[src/rtl/mem_access_pipe.sv]
// mem_access_pipe: MEM stage with bus FSM, load lane extraction and store lane steering.
// Optional alignment trap is enabled by defining MEM_MISALIGN_TRAP_EN.
module mem_access_pipe #(
    parameter int DATA_W = 32,
    parameter int ADDR_W = 32,
    parameter int REG_AW = 5
) (
    input  logic                                clk,
    input  logic                                reset,
    input  logic                                stall,
    input  logic                                flush,
    input  logic                                ex_en,
    input  logic [3:0]                          ex_mem_op,
    input  logic [DATA_W-1:0]                   ex_mem_wr_data,
    input  logic [ADDR_W-1:0]                   ex_out,
    input  logic [REG_AW-1:0]                   ex_dst_addr,
    input  logic                                ex_gpr_we_,
    output logic                                bus_req,
    output logic [ADDR_W-$clog2(DATA_W/8)-1:0]  bus_addr,
    output logic                                bus_rw,
    output logic [DATA_W/8-1:0]                 bus_be,
    output logic [DATA_W-1:0]                   bus_wr_data,
    input  logic                                bus_ack,
    input  logic [DATA_W-1:0]                   bus_rd_data,
    output logic                                busy,
    output logic [DATA_W-1:0]                   fwd_data,
    output logic                                mem_en,
    output logic [REG_AW-1:0]                   mem_dst_addr,
    output logic                                mem_gpr_we_,
    output logic [DATA_W-1:0]                   mem_out,
    output logic                                mem_miss_align
);

    localparam int NB    = DATA_W / 8;
    localparam int OFF_W = $clog2(NB);
    localparam int BA_W  = ADDR_W - OFF_W;

    localparam logic [1:0] S_IDLE = 2'd0;
    localparam logic [1:0] S_BUSY = 2'd1;
    localparam logic [1:0] S_HOLD = 2'd2;

    logic [1:0]        state_q, state_d;
    logic              req_q, req_d;
    logic [BA_W-1:0]   addr_q, addr_d;
    logic              rw_q, rw_d;
    logic [NB-1:0]     be_q, be_d;
    logic [DATA_W-1:0] wd_q, wd_d;
    logic              ld_q, ld_d;
    logic [1:0]        sz_q, sz_d;
    logic              sgn_q, sgn_d;
    logic [OFF_W-1:0]  off_q, off_d;
    logic [REG_AW-1:0] dst_q, dst_d;
    logic              we_q, we_d;
    logic              kill_q, kill_d;
    logic [DATA_W-1:0] buf_q, buf_d;
    logic              men_q, men_d;
    logic [REG_AW-1:0] mdst_q, mdst_d;
    logic              mwe_q, mwe_d;
    logic [DATA_W-1:0] mout_q, mout_d;
    logic              mis_q, mis_d;

    logic              dec_ld, dec_st, dec_sgn;
    logic [1:0]        dec_sz;
    logic [OFF_W-1:0]  lo_mask, off_al;
    logic              misal;
    logic [NB-1:0]     be_st;
    logic [DATA_W-1:0] wd_st, sh, ld_res;
    logic              bub, done;
    logic [DATA_W-1:0] done_val;

    always_comb begin
        dec_ld  = 1'b0;
        dec_st  = 1'b0;
        dec_sgn = 1'b0;
        dec_sz  = 2'd0;
        case (ex_mem_op)
            4'd1: begin dec_ld = 1'b1; dec_sgn = 1'b1; end
            4'd2: dec_ld = 1'b1;
            4'd3: begin dec_ld = 1'b1; dec_sgn = 1'b1; dec_sz = 2'd1; end
            4'd4: begin dec_ld = 1'b1; dec_sz = 2'd1; end
            4'd5: begin dec_ld = 1'b1; dec_sgn = 1'b1; dec_sz = 2'd2; end
            4'd6: dec_st = 1'b1;
            4'd7: begin dec_st = 1'b1; dec_sz = 2'd1; end
            4'd8: begin dec_st = 1'b1; dec_sz = 2'd2; end
            4'd9: if (DATA_W == 64) begin dec_ld = 1'b1; dec_sz = 2'd3; end
            4'd10: if (DATA_W == 64) begin dec_st = 1'b1; dec_sz = 2'd3; end
            default: dec_ld = 1'b0;
        endcase
    end

    assign lo_mask = OFF_W'((1 << dec_sz) - 1);
    assign off_al  = ex_out[OFF_W-1:0] & ~lo_mask;
`ifdef MEM_MISALIGN_TRAP_EN
    assign misal = (ex_out[OFF_W-1:0] & lo_mask) != '0;
`else
    assign misal = 1'b0;
`endif
    assign be_st = NB'((1 << (1 << dec_sz)) - 1) << off_al;

    // Store data is replicated into every lane; byte enables pick the target.
    always_comb begin
        case (dec_sz)
            2'd0:    wd_st = {NB{ex_mem_wr_data[7:0]}};
            2'd1:    wd_st = {(NB/2){ex_mem_wr_data[15:0]}};
            2'd2:    wd_st = {(NB/4){ex_mem_wr_data[31:0]}};
            default: wd_st = ex_mem_wr_data;
        endcase
    end

    assign sh = bus_rd_data >> {off_q, 3'b000};

    always_comb begin
        case (sz_q)
            2'd0: ld_res = sgn_q ? DATA_W'($signed(sh[7:0]))
                                 : DATA_W'(sh[7:0]);
            2'd1: ld_res = sgn_q ? DATA_W'($signed(sh[15:0]))
                                 : DATA_W'(sh[15:0]);
            2'd2: ld_res = sgn_q ? DATA_W'($signed(sh[31:0]))
                                 : DATA_W'(sh[31:0]);
            default: ld_res = sh;
        endcase
    end

    always_comb begin
        state_d  = state_q;
        req_d    = req_q;
        addr_d   = addr_q;
        rw_d     = rw_q;
        be_d     = be_q;
        wd_d     = wd_q;
        ld_d     = ld_q;
        sz_d     = sz_q;
        sgn_d    = sgn_q;
        off_d    = off_q;
        dst_d    = dst_q;
        we_d     = we_q;
        kill_d   = kill_q;
        buf_d    = buf_q;
        men_d    = men_q;
        mdst_d   = mdst_q;
        mwe_d    = mwe_q;
        mout_d   = mout_q;
        mis_d    = mis_q;
        busy     = 1'b0;
        fwd_data = DATA_W'(ex_out);
        bub      = 1'b0;
        done     = 1'b0;
        done_val = '0;
        unique case (state_q)
            S_IDLE: begin
                if (flush) begin
                    bub = 1'b1;
                end else if (!stall) begin
                    if (ex_en && (dec_ld || dec_st) && misal) begin
                        men_d  = 1'b1;
                        mdst_d = ex_dst_addr;
                        mwe_d  = 1'b1;
                        mout_d = DATA_W'(ex_out);
                        mis_d  = 1'b1;
                    end else if (ex_en && (dec_ld || dec_st)) begin
                        req_d   = 1'b1;
                        addr_d  = ex_out[ADDR_W-1:OFF_W];
                        rw_d    = dec_ld;
                        be_d    = dec_ld ? '1 : be_st;
                        wd_d    = wd_st;
                        ld_d    = dec_ld;
                        sz_d    = dec_sz;
                        sgn_d   = dec_sgn;
                        off_d   = off_al;
                        dst_d   = ex_dst_addr;
                        we_d    = ex_gpr_we_;
                        kill_d  = 1'b0;
                        state_d = S_BUSY;
                        busy    = 1'b1;
                        bub     = 1'b1;
                    end else begin
                        men_d  = ex_en;
                        mdst_d = ex_dst_addr;
                        mwe_d  = ex_gpr_we_ | ~ex_en;
                        mout_d = DATA_W'(ex_out);
                        mis_d  = 1'b0;
                    end
                end
            end
            S_BUSY: begin
                busy   = 1'b1;
                kill_d = kill_q | flush;
                if (bus_ack) begin
                    req_d    = 1'b0;
                    fwd_data = ld_res;
                    if (stall) begin
                        buf_d   = ld_q ? ld_res : '0;
                        state_d = S_HOLD;
                    end else begin
                        done     = 1'b1;
                        done_val = ld_q ? ld_res : '0;
                        busy     = 1'b0;
                        state_d  = S_IDLE;
                    end
                end
            end
            S_HOLD: begin
                busy     = 1'b1;
                kill_d   = kill_q | flush;
                fwd_data = buf_q;
                if (!stall) begin
                    done     = 1'b1;
                    done_val = buf_q;
                    busy     = 1'b0;
                    state_d  = S_IDLE;
                end
            end
            default: state_d = S_IDLE;
        endcase
        // A flushed transaction still completes on the bus but retires as a bubble.
        if (done) begin
            if (kill_q || flush) begin
                bub = 1'b1;
            end else begin
                men_d  = 1'b1;
                mdst_d = dst_q;
                mwe_d  = ~ld_q | we_q;
                mout_d = done_val;
                mis_d  = 1'b0;
            end
        end
        if (bub) begin
            men_d  = 1'b0;
            mdst_d = '0;
            mwe_d  = 1'b1;
            mout_d = '0;
            mis_d  = 1'b0;
        end
    end

    always_ff @(posedge clk or posedge reset) begin
        if (reset) begin
            state_q <= S_IDLE;
            req_q   <= 1'b0;
            addr_q  <= '0;
            rw_q    <= 1'b1;
            be_q    <= '0;
            wd_q    <= '0;
            ld_q    <= 1'b0;
            sz_q    <= 2'd0;
            sgn_q   <= 1'b0;
            off_q   <= '0;
            dst_q   <= '0;
            we_q    <= 1'b1;
            kill_q  <= 1'b0;
            buf_q   <= '0;
            men_q   <= 1'b0;
            mdst_q  <= '0;
            mwe_q   <= 1'b1;
            mout_q  <= '0;
            mis_q   <= 1'b0;
        end else begin
            state_q <= state_d;
            req_q   <= req_d;
            addr_q  <= addr_d;
            rw_q    <= rw_d;
            be_q    <= be_d;
            wd_q    <= wd_d;
            ld_q    <= ld_d;
            sz_q    <= sz_d;
            sgn_q   <= sgn_d;
            off_q   <= off_d;
            dst_q   <= dst_d;
            we_q    <= we_d;
            kill_q  <= kill_d;
            buf_q   <= buf_d;
            men_q   <= men_d;
            mdst_q  <= mdst_d;
            mwe_q   <= mwe_d;
            mout_q  <= mout_d;
            mis_q   <= mis_d;
        end
    end

    assign bus_req        = req_q;
    assign bus_addr       = addr_q;
    assign bus_rw         = rw_q;
    assign bus_be         = be_q;
    assign bus_wr_data    = wd_q;
    assign mem_en         = men_q;
    assign mem_dst_addr   = mdst_q;
    assign mem_gpr_we_    = mwe_q;
    assign mem_out        = mout_q;
    assign mem_miss_align = mis_q;

endmodule

[config.mk]
export PLATFORM = sky130hd
export DESIGN_NAME = mem_access_pipe
export DESIGN_NICKNAME = d
export VERILOG_FILES = /design/src/rtl/mem_access_pipe.sv
export SDC_FILE = /design/constraint.sdc
export NUM_CORES = 1
export LEC_CHECK = 0
export CELL_PAD_IN_SITES_DETAIL_PLACEMENT = 1
export CELL_PAD_IN_SITES_GLOBAL_PLACEMENT = 2
export CORE_ASPECT_RATIO = 0.5
export CORE_UTILIZATION = 28
export CTS_BUF_LIST = sky130_fd_sc_hd__clkbuf_8 sky130_fd_sc_hd__clkbuf_16
export CTS_CLUSTER_DIAMETER = 30
export CTS_CLUSTER_SIZE = 30
export DETAILED_ROUTE_END_ITERATION = 8
export PLACE_DENSITY_LB_ADDON = 0.1
export SLEW_MARGIN = 20
export SYNTH_ARGS = -nofsm -noshare
export SYNTH_HDL_FRONTEND = slang
export SYNTH_SLANG_ARGS = --single-unit
[constraint.sdc]
create_clock -name clk -period 7 [get_ports clk]
set_input_delay 1.4 -clock clk [delete_from_list [all_inputs] [get_ports clk]]
set_output_delay 1.4 -clock clk [all_outputs]
set_load 0.01 [all_outputs]
# [Yosys cells after proc, flatten, opt, wreduce, memory -nomap -nowiden]
# Cells that the tools add are included.
[totals] ff_bits=155
[op_classes] bitwise=9 eq_ne=17 muxes=80 shifts=4 n_reduce_logical=19 n_addsub=2
[op_table] op="$mux W32" n=14
[op_table] op="$pmux W32 S2" n=4
[op_table] op="$mux W1" n=42
[op_table] op="$mux W5" n=7
[op_table] op="$shl A1 B2 Y32 const A" n=1
[op_table] op="$shl A1 B32 Y4 const A" n=1
[op_table] op="$shr A32 B5 Y32" n=1
[op_table] op="$eq A4 B3 Y1 const B" n=4
[op_table] op="$mux W2" n=6
[op_table] op="$ne A2 B2 Y1 const B" n=5
[op_table] op="$reduce_and A5 Y1" n=2
[op_table] op="$reduce_or A3 Y1" n=3
[op_table] op="$eq A4 B2 Y1 const B" n=2
[op_table] op="$reduce_and A4 Y1" n=2
[op_table] op="$eq A2 B1 Y1 const B" n=3
[op_table] op="$logic_not A2 Y1" n=3
[op_table] op="$pmux W1 S2" n=3
[op_table] op="$pmux W2 S3" n=1
[op_table] op="$reduce_or A5 Y1" n=1
[op_table] op="$eq A4 B1 Y1 const B" n=1
[op_table] op="$eq A4 B4 Y1 const B" n=1
[op_table] op="$mux W4" n=1
[op_table] op="$not A1 Y1" n=4
[op_table] op="$pmux W2 S2" n=1
[op_table] op="13 further kinds" n=18

# [Depth between registers and ports, before layout]
# Gate-level depths: netlist (run 1).
[depth] word_depth=12 ltp_mapped=9 depth_no_buf=7

# [Worst setup path before layout (run 1)]
# Ideal clock, no wire load.
[synth_path] path_type="input port to output port" start="input port bus_rd_data[31]" end="output port fwd_data[12]" arrival_time_ps=2690 stages=5 setup_slack_ps=2910 cell_sequence="mux4_2 > a21boi_0 > nor3_1 > a222oi_1 > inv_1"
[synth_via] elab_chain_cells=5
[synth_rtl] element="start, declared" line="24" source="input logic [DATA_W-1:0] bus_rd_data,"
[synth_rtl] element="$shr A32 B5 Y32" line="110" source="assign sh = bus_rd_data >> {off_q, 3'b000};"
[synth_rtl] element="$mux W32" line="114" source="2'd0: ld_res = sgn_q ? DATA_W'($signed(sh[7:0]))"
[synth_rtl] element="$pmux W32 S2" line="113" source="case (sz_q)"
[synth_rtl] element="$mux W32" line="188" source="if (bus_ack) begin"
[synth_rtl] element="$pmux W32 S2" line="149" source="unique case (state_q)"
[synth_rtl] element="end, declared" line="26" source="output logic [DATA_W-1:0] fwd_data,"
# No other way between the ends.

# [Worst setup path in the final report (run 1)]
[layout_path] start="input port bus_rd_data[31]" end="output port fwd_data[16]"
[layout_via] elab_chain_cells=5 elab_cells_between_ends=6 classes_between="shift (1); mux (5)"
[layout_rtl] element="$shr A32 B5 Y32 *" line="110"
[layout_rtl] element="$mux W32 (on tied branches)" line="116, 114"
[layout_rtl] element="$pmux W32 S2 *" line="113"
[layout_rtl] element="$mux W32 *" line="188"
[layout_rtl] element="$pmux W32 S2 *" line="149"
# Mark *: on every way between the ends. The rest lies on a longest branch, timed or not.

==> summary.md, run 1 <==
| Metric | Value |
|---|---|
| Total of warnings raised by yosys | `0` |
| Period utilisation layout | `82.6%` |
| Sw Pwr | `2.01 mW` |
| Synth area leaders | `dfrtp_1 (45%), nand2_1 (11%), mux2i_1 (4.7%), a21oi_1 (4.7%), o21ai_0 (4.0%)` |
| Port bufs | `252` |
| Crit path launch type | `primary input` |
| Die Height | `125 um` |
| Hold Buf Count CTS | `0` |
| Post-CTS Setup Repair Bufs | `0` |
| Seq. cell area | `approximately 3900 sq um` |
| Post-synth top area cell | `dfrtp_1` |
| Post-synthesis sequential area ratio | `roughly 46%` |
| Starting density of the core | `28.8%` |
| Net Count, Synth | `about 1100` |
| Die area | `30900 sq um` |
| R2R Setup Slk | `3.65 ns` |
| Power Internal | `3.09 mW` |
| Max clock buf depth | `2` |
| Total Power | `5.09 mW` |
| Min-delay src | `bus_addr[17]$_DFFE_PP0P_` |
| Initial antenna violation count | `2` |
| Largest net degree at the start of global routing | `65` |
| I/O pin count | `253` |
| Yosys cell types | `59` |
| Post-route ant nets | `0` |
| Core footprint | `29300 sq um` |
| Critical path peak fanout | `8` |
| Achievable Freq | `between 150 and 200 MHz` |
| Share of the synthesized area in the top cell type | `45.0%` |
| Fillcell total | `3422` |
| Placer congestion estimate | `0.840` |
| Worst skew pair latency | `0.44 ns` |
| Share of power burned in registers | `30.1%` |
| Root Driver | `clkbuf_16` |
| RR Endpoint | `mem_out[30]$_DFF_PP0_` |
| CP arrival | `4.39 ns` |
| Die width | `248 um` |
| Mapped Area | `between 8000 and 9000 sq um` |
| Worst hold path type | `register to register` |
| Post-DP HPWL | `25400 um` |
| Length of the first detailed-routing pass in iterations | `8` |
| WL per Instance | `21.9 um` |
| Syn Area/Cell | `8.70 sq um` |
| Post-synthesis register bit count | `roughly 160` |
| Worst Hold End | `bus_addr[17]$_DFFE_PP0P_` |
| Worst path required time | `around 5.6 ns` |
| Total CTS buffers | `17` |
| Crit end category | `primary output` |
| FF-to-FF path depth | `8` |
| Worst VDD drop | `about 0.23 mV` |
| Nets | `1302` |
| Power per cell area | `427 nW/um^2` |
| LEAKAGE | `around 5.0 nW` |
| CTS tree | `built` |
| Setup TNS | `0 ns` |
| Outcome | `complete, but fails checks` |
| Crit path kind | `primary input to primary output` |
| Iter 0 DRT Violations | `616` |
| Hold Vio Cnt, Final | `0` |
| Clock Skew | `0.00934 ns` |
| Max-slew headroom at the worst pin | `28.2%` |
| GRT Resource Usage Total | `between 20% and 30%` |
| Footprint of the multi-input gates | `4200 sq um` |
| Worst Tran Pin Value | `1.08 ns` |
| H-tree depth | `4` |
| Worst R2R Start | `state_q[1]$_DFFE_PP0P_` |
| Post-Route WL | `34800 um` |
| GR Overflow Total | `0` |
| Clock slew at reported path FFs | `approximately 0.060 ns` |
| Post_cts resized | `0` |
| Synthesized instance count | `971` |
| Share of cells above drive strength 1 | `under 10%` |
| Switching share of power | `39.4%` |
| Rows | `44` |
| Top FF cell, synth | `dfrtp_1` |
| Clk pwr share | `between 10% and 20%` |
| CTS sink count | `155` |
| Combinational share of power | `between 50 and 60%` |
| Vias in the first global route | `9046` |
| Vias | `~8500` |
| Finish-stage setup viols | `0` |
| Post-synth EDFFs | `0` |
| Area delta synth->final | `40.9%` |
| Max Cap Viol | `0` |
| RSZ-0062 raised after global routing | `no` |
| Final slew viol count | `0` |
| WHS Path Cells | `2` |
| First-pass GRT wire length | `about 54000 um` |
| Async SR Flop Fraction | `100%` |
| # DRC | `9` |
| Failing checks | `design-rule violations` |
| Tmin final | `5.79 ns` |
| Vias per inst | `5.31` |
-- flip-flops by register name (all words and copies together), names as in the netlist, 4 cells and up --
name / cells
buf_q: 32
bus_wr_data: 32
mem_out: 32
bus_addr: 30
dst_q: 5
mem_dst_addr: 5
bus_be: 4
-- Yosys cell counts (4+ instances only) --
library cell	n
a211oi_1	29
a21oi_1	79
a221oi_1	30
a222oi_1	8
a22o_1	14
a22oi_1	14
a311oi_1	13
a31oi_1	10
and2_1	10
buf_2	18
buf_4	5
clkbuf_1	48
dfrtp_1	152
ha_1	4
inv_1	16
mux2_2	5
mux2i_1	40
nand2_1	253
nand2b_1	4
nand3_1	4
nor2_1	45
nor2b_1	13
nor3_1	18
nor4_2	8
o21ai_0	67
o22a_1	5
o22ai_1	9
-- layer usage --
| layer | wire [um] | GRT usage, % | vias up |
|---|---|---|---|
| met4 | 599 | 5.74 | 0 |
| met3 | 1570 | 5.15 | 34 |
| li1 | - | - | 3906 |
| met1 | 16500 | 31.7 | 4308 |
| met5 | 0 | 0 | - |
| met2 | 16200 | 36.5 | 208 |
-- cells by family (layout without fill, tap and decap cells) --
logic type,Yosys count,in the layout,share of synthesized area (%)
simple gates,375,375,19.6
compound gates,299,299,23.5
flops,155,155,45.9
buf+inv,92,320,4.66
mux,46,46,5.67
fa+ha+maj,4,4,0.592
other cells,0,2,0
-- critical path, stage by stage --
cell and delay [ns]:
clkdlybuf4s50_1 0.63, mux2_2 0.26, o221ai_1 0.17, nor2_1 0.61, nor2_1 0.32, a221oi_1 0.38, clkdlybuf4s50_1 0.61
-- power by group through the flow --
stage / combinational [mW] / clock, mW / sequential [mW]
finish: 2.59 / 0.965 / 1.53
global route: 2.81 / 1.03 / 1.59
CTS: 2.61 / 0.994 / 1.53
detailed placement: 2.60 / 0 / 1.54
global placement: 2.55 / 0 / 1.53
floorplan: 1.17 / 0 / 1.60
-- stage by stage --
| step | worst slack, ns | cells | hold slack [ns] | area (sq um) | utilization [%] |
|---|---|---|---|---|---|
| after floorplan | 1.43 | 971 | 0.446 | 8450 | - |
| after global placement | 1.37 | 1558 | 0.459 | 11300 | 38.5 |
| after detailed placement | 1.29 | 1558 | 0.463 | 11300 | 38.5 |
| after CTS | 1.27 | 1590 | 0.481 | 11900 | 40.5 |
| after global routing | 1.04 | 1592 | 0.501 | 11900 | 40.6 |
| final | 1.21 | 1592 | 0.477 | 11900 | 40.6 |
-- worst max path at each step --
| stage | start | end | slack [ns] | cells after the start |
|---|---|---|---|---|
| CTS | bus_rd_data[31] | fwd_data[16] | 1.27 | 7 |
| global placement | bus_rd_data[31] | fwd_data[22] | 1.37 | 7 |
| global route | bus_rd_data[31] | fwd_data[22] | 1.04 | 7 |
| finish | bus_rd_data[31] | fwd_data[16] | 1.21 | 7 |
| detailed placement | bus_rd_data[31] | fwd_data[16] | 1.29 | 7 |
| floorplan | reset | buf_q[0]$_DFFE_PP0P_ | 1.43 | 1 |
-- cell type report --
type	instances	share of cell area, %
Sequential cell	155	32.6
Inverter	17	0.578
Timing Repair Buffer	271	22.4
Antenna cell	2	0.0420
Clock inverter	12	1.11
Clock buffer	20	3.92
Multi-Input combinational cell	724	35.3
Tap cell	391	4.11
-- layout by cell type, fill, tap and decap left out, drive strengths merged, types with 5 or more instances in the layout --
| master | instances |
|---|---|
| dfrtp | 152 |
| a311oi | 13 |
| a222oi | 8 |
| mux2 | 5 |
| clkbuf | 20 |
| nor2 | 46 |
| a211oi | 29 |
| o22a | 5 |
| clkinv | 5 |
| a22o | 14 |
| and2 | 10 |
| inv | 20 |
| nor2b | 13 |
| o22ai | 9 |
| nand3 | 5 |
| a221oi | 30 |
| clkdlybuf4s50 | 252 |
| buf | 19 |
| nor4 | 8 |
| nor3 | 19 |
| o21ai | 67 |
| a22oi | 14 |
| nand2 | 253 |
| mux2i | 40 |
| a21oi | 79 |
| a31oi | 11 |
Note: power is estimated with default switching activity, not from simulation.
==> inputs of run 2 (changes only) <==
==> constraint.sdc (replaced) <==
create_clock -name clk -period 5.8 [get_ports clk]
set_input_delay 1.16 -clock clk [delete_from_list [all_inputs] [get_ports clk]]
set_output_delay 1.16 -clock clk [all_outputs]
set_load 0.01 [all_outputs]
==> run 2 against run 1 <==
The run still ends with design-rule violations left. Power is 22% higher. Setup slack got worse by 0.55 ns. Die area is the same. Clock skew decreased by 0.0012 ns. Via count up 0.43%. Final area is 0.58% higher. Non-clock buffer count rose by 2.
==> summary.md, run 2 (synthesized netlist as in run 1, its figures left out) <==
| Metric | Value |
|---|---|
| Outcome | `complete, but fails checks` |
| Failing checks | `design-rule violations` |
| Area delta synth->final | `41.8%` |
| Post-DP Area | `between 10000 and 15000 sq um` |
| Rows | `44` |
| Most common cell after layout, fill and taps aside | `nand2_1` |
| Root Driver | `clkbuf_16` |
| Util after Layout | `40.8%` |
| Share of cells above drive strength 1 | `7.16%` |
| Period utilisation layout | `between 80% and 90%` |
| Total Power | `approximately 6.2 mW` |
| Worst Tran Pin Value | `1.05 ns` |
| Die Height | `~120 um` |
| Worst skew pair latency | `about 0.44 ns` |
| Port bufs | `252` |
| Length of the first detailed-routing pass in iterations | `9` |
| GRT Resource Usage Total | `22.7%` |
| Vias per inst | `5.32` |
| Finish-stage setup viols | `0` |
| Final slew viol count | `0` |
| Starting density of the core | `28.8%` |
| Max Cap Viol | `0` |
| Post-Route WL | `34300 um` |
| Tmin final | `5.13 ns` |
| Core footprint | `29300 sq um` |
| Max-slew headroom at the worst pin | `between 30% and 40%` |
| Slowest CP cell | `clkdlybuf4s50_1` |
| Die width | `248 um` |
| CTS tree | `built` |
| Power per cell area | `519 nW/um^2` |
| Die area | `~30000 sq um` |
| CTS sink count | `between 150 and 200` |
| RSZ-0062 raised after global routing | `no` |
| Worst VDD drop | `0.320 mV` |
| Initial antenna violation count | `3` |
| Total CTS buffers | `17` |
| Fillcell total | `approximately 3400` |
| Nets | `between 1000 and 1500` |
| H-tree depth | `4` |
| Setup TNS | `0 ns` |
| # DRC | `9` |
| Hold Vio Cnt, Final | `0` |
| CP arrival | `roughly 4 ns` |
| Hold Buf Count CTS | `0` |
| Vias in the first global route | `slightly above 9000` |
| Cell area after layout | `about 12000 sq um` |
| Max clock buf depth | `2` |
| Crit path cell chain | `clkdlybuf4s50_1 > mux2_2 > o221ai_1 > nor2_1 > buf_4 > nor2_1 > a221oi_1 > clkdlybuf4s50_1` |
| Worst path required time | `4.64 ns` |
| Seq. cell area | `3880 sq um` |
| Footprint of the multi-input gates | `4200 sq um` |
| Commonest non-fill, non-tap cells in the layout | `nand2_1 (253), clkdlybuf4s50_1 (252), dfrtp_1 (152), a21oi_1 (78), o21ai_0 (67)` |
| Placer congestion estimate | `approximately 0.84` |
| First-pass GRT wire length | `53800 um` |
| Largest net degree at the start of global routing | `89` |
| Vias | `between 8000 and 9000` |
| Crit end category | `primary output` |
| Clock Skew | `roughly 0.0081 ns` |
| Achievable Freq | `roughly 200 MHz` |
| Crit path launch type | `primary input` |
| LEAKAGE | `5.07 nW` |
| Critical path peak fanout | `26` |
| I/O pin count | `253` |
| Critical Path Max Stage Delay | `0.58 ns` |
| Post_cts resized | `0` |
| Post-DP HPWL | `around 25000 um` |
| GR Overflow Total | `0` |
| Worst hold path type | `register to register` |
| Post-CTS Setup Repair Bufs | `0` |
| WL per Instance | `21.5 um` |
| Iter 0 DRT Violations | `514` |
| Clock slew at reported path FFs | `0.06 ns` |
| Crit path kind | `primary input to primary output` |
| Post-route ant nets | `0` |
## run 2: stage by stage
step                hold slack, ns  setup WS (ns)  instances
floorplan                    0.446          0.467        971
global placement             0.457          0.906       1560
detailed placement           0.467          0.763       1560
CTS                          0.482          0.749       1592
global route                 0.506          0.557       1595
finish                       0.477          0.666       1595
## run 2: final cells by class
cell class / instances / area share [%]
diodes: 3 / 0.0627
clock buffers: 19 / 3.78
clock inverters: 13 / 1.65
inverters: 17 / 0.574
multi-input cells: 724 / 35.1
flip-flops and latches: 155 / 32.4
well taps: 391 / 4.08
repair buffers: 273 / 22.4
## run 2: path summary, 6_finish.rpt
check                                   startpoint                       to  slack [ns]  depth (start not counted)
max in group asynchronous                    reset      sz_q[1]$_DFFE_PP0P_        3.49                          3
min in group asynchronous                    reset     dst_q[1]$_DFFE_PP0P_        1.23                          2
setup / recovery                   bus_rd_data[31]             fwd_data[17]        0.67                          8
hold / removal             bus_addr[0]$_DFFE_PP0P_  bus_addr[0]$_DFFE_PP0P_        0.48                          2
hold reg to reg            bus_addr[0]$_DFFE_PP0P_  bus_addr[0]$_DFFE_PP0P_        0.48                          2
setup reg to reg            state_q[1]$_DFFE_PP0P_    mem_out[29]$_DFF_PP0_        2.30                          7
## run 2: where the power goes
| part | switching [mW] | total [mW] | internal (mW) | leakage, nW |
|---|---|---|---|---|
| registers | 0.316 | 1.84 | 1.53 | 2.00 |
| logic | 1.61 | 3.11 | 1.50 | 2.75 |
| clock network | 0.486 | 1.27 | 0.782 | 0.320 |
| total | 2.42 | 6.22 | 3.81 | 5.07 |
## run 2: critical path, delay by kind of cell
kind,cells,cell delay (ns)
mux,1,0.39
buf+inv,3,1.33
simple gates,2,0.61
compound gates,2,0.46
## run 2: routing by layer
layer	global-route usage (%)	vias to the layer above	part of all wire [%]	wire, um
li1	-	3918	-	-
met1	31.1	4341	47	16000
met2	35.8	205	47	16100
met3	4.91	28	5.2	1770
met4	6.28	0	1.2	416
met5	0	-	0	0
==> inputs of run 3 (changes only) <==
--- a/config.mk
+++ b/config.mk
@@ -10,10 +10,9 @@
 export CORE_ASPECT_RATIO = 0.5
 export CORE_UTILIZATION = 28
 export CTS_BUF_LIST = sky130_fd_sc_hd__clkbuf_8 sky130_fd_sc_hd__clkbuf_16
-export CTS_CLUSTER_DIAMETER = 30
 export CTS_CLUSTER_SIZE = 30
 export DETAILED_ROUTE_END_ITERATION = 8
-export PLACE_DENSITY_LB_ADDON = 0.1
+export PLACE_DENSITY = 0.94
 export SLEW_MARGIN = 20
 export SYNTH_ARGS = -nofsm -noshare
 export SYNTH_HDL_FRONTEND = slang
==> run 3 against run 2 <==
The flow now finishes without violations. Sequential power about the same. Via count grew 1.7%. Fmax down 0.64%. Setup slack lost 0.033 ns. Sequential share of layout area up 0.24 points. Worst hold slack improved by 0.0016 ns. Critical path depth decreased by 1. Clock power shrank 9%. Combinational power rose by 1%. Cell count shrank 0.13%. First-iteration DRC count grew 17%. Critical path type unchanged. Critical endpoint unchanged. Highest routed layer unchanged.
==> summary.md, run 3 (synthesized netlist as in run 1, its figures left out) <==
| Metric | Value |
|---|---|
| Vias per inst | `5.42` |
| GRT Resource Usage Total | `a little under a quarter` |
| Max clock buf depth | `2` |
| Share of cells above drive strength 1 | `7.01%` |
| Total Power | `roughly 6 mW` |
| Largest net degree at the start of global routing | `96` |
| Post-DP HPWL | `24800 um` |
| Die area | `30900 sq um` |
| CTS sink count | `155` |
| Placer congestion estimate | `0.904` |
| First-pass GRT wire length | `54500 um` |
| Post_cts resized | `0` |
| Crit path kind | `primary input to primary output` |
| Rows | `44` |
| Tmin final | `5.17 ns` |
| Critical Path Max Stage Delay | `0.71 ns` |
| Post-Route WL | `35100 um` |
| Post-CTS Setup Repair Bufs | `0` |
| Core footprint | `between 20000 and 30000 sq um` |
| Finish-stage setup viols | `0` |
| Iter 0 DRT Violations | `603` |
| Post-route ant nets | `0` |
| Max Cap Viol | `0` |
| Most common cell after layout, fill and taps aside | `nand2_1` |
| RSZ-0062 raised after global routing | `no` |
| Worst path required time | `4.64 ns` |
| CP arrival | `4.01 ns` |
| Crit end category | `primary output` |
| Power per cell area | `between 500 and 600 nW/um^2` |
| Length of the first detailed-routing pass in iterations | `7` |
| Commonest non-fill, non-tap cells in the layout | `nand2_1 (253), clkdlybuf4s50_1 (252), dfrtp_1 (152), a21oi_1 (78), o21ai_0 (67)` |
| Final slew viol count | `0` |
| Nets | `1301` |
| Worst skew pair latency | `roughly 0.45 ns` |
| Die width | `248 um` |
| Area delta synth->final | `40.7%` |
| Port bufs | `about 250` |
| Slowest CP cell | `nor2_1` |
| Period utilisation layout | `89.1%` |
| Worst Tran Pin Value | `1.03 ns` |
| Initial antenna violation count | `5` |
| Vias | `8634` |
| Clock slew at reported path FFs | `0.06 ns` |
| Starting density of the core | `28.8%` |
| WL per Instance | `22.1 um` |
| I/O pin count | `253` |
| Die Height | `125 um` |
| Setup TNS | `0 ns` |
| Min-delay src | `bus_addr[25]$_DFFE_PP0P_` |
| Vias in the first global route | `9223` |
| Total CTS buffers | `17` |
| Clock Skew | `approximately 0.013 ns` |
| Outcome | `finished clean` |
| Hold Buf Count CTS | `0` |
| Max-slew headroom at the worst pin | `a little under a third` |
| LEAKAGE | `5.02 nW` |
| Critical path peak fanout | `8` |
| Root Driver | `clkbuf_16` |
| Crit path cell chain | `clkdlybuf4s50_1 > mux2_2 > o221ai_1 > nor2_1 > nor2_1 > a221oi_1 > clkdlybuf4s50_1` |
| # DRC | `0` |
| Worst VDD drop | `0.221 mV` |
| Worst R2R Start | `state_q[1]$_DFFE_PP0P_` |
| Achievable Freq | `between 150 and 200 MHz` |
| CP startpoint | `bus_rd_data[31]` |
| CTS tree | `built` |
| Crit path launch type | `primary input` |
| Hold Vio Cnt, Final | `0` |
| GR Overflow Total | `0` |
| H-tree depth | `4` |
| Worst hold path type | `register to register` |
## run 3: cell count changes in the layout (fill, tap and decap cells not counted)
cell and delta:
inv_1 -1, diode_2 +1, clkbuf_8 -1, buf_4 -3, bufinv_16 -3, inv_6 +4
clkinv_2 +1
## run 3: final timing paths
path / end / slack [ns] / cells after the start
worst min-delay path: bus_addr[25]$_DFFE_PP0P_ / 0.48 / 2
min in group asynchronous: dst_q[2]$_DFFE_PP0P_ / 1.30 / 2
max in group asynchronous: mem_out[3]$_DFF_PP0_ / 3.45 / 3
worst max-delay path: fwd_data[17] / 0.63 / 7
worst max register to register: mem_out[30]$_DFF_PP0_ / 2.30 / 7
worst min register to register: bus_addr[25]$_DFFE_PP0P_ / 0.48 / 2
## run 3: worst max-delay path, delay by kind of cell
kind,cells,cell delay (ns)
buffers and inverters,2,1.10
and+or+nand+nor,2,0.84
AOI/OAI and AO/OA,2,0.54
muxes,1,0.36
## run 3: where the power goes
group          switching, mW  internal [mW]  leakage, nW
clock network          0.502          0.647        0.287
registers              0.341           1.53         2.00
logic                   1.66           1.49         2.73
## run 3: cell type report
cell class                      count  area [sq um]
Antenna cell                        4          10.0
Sequential cell                   155          3880
Tap cell                          391           489
Timing Repair Buffer              270          2660
Clock buffer                       18           439
Clock inverter                     14           144
Fill cell                        3379         17400
Inverter                           17          68.8
Multi-Input combinational cell    724          4200
## run 3: stage by stage
stage | hold slack [ns] | setup WS (ns) | area, sq um | cells | utilization, %
final | 0.478 | 0.633 | 11900 | 1593 | 40.5
after global routing | 0.506 | 0.556 | 11900 | 1593 | 40.5
after CTS | 0.481 | 0.714 | 11900 | 1589 | 40.5
after detailed placement | 0.466 | 0.803 | 11300 | 1557 | 38.5
after global placement | 0.458 | 0.839 | 11300 | 1557 | 38.5
after floorplan | 0.446 | 0.467 | 8450 | 971 | -
## run 3: metal layers
metal | vias to the layer above | global-route usage, % | share of wire (%)
met5 | - | 0 | 0
met3 | 49 | 4.57 | 4.5
met1 | 4425 | 28.9 | 43
met2 | 240 | 38.4 | 50
li1 | 3920 | - | -
met4 | 0 | 8.30 | 2.4
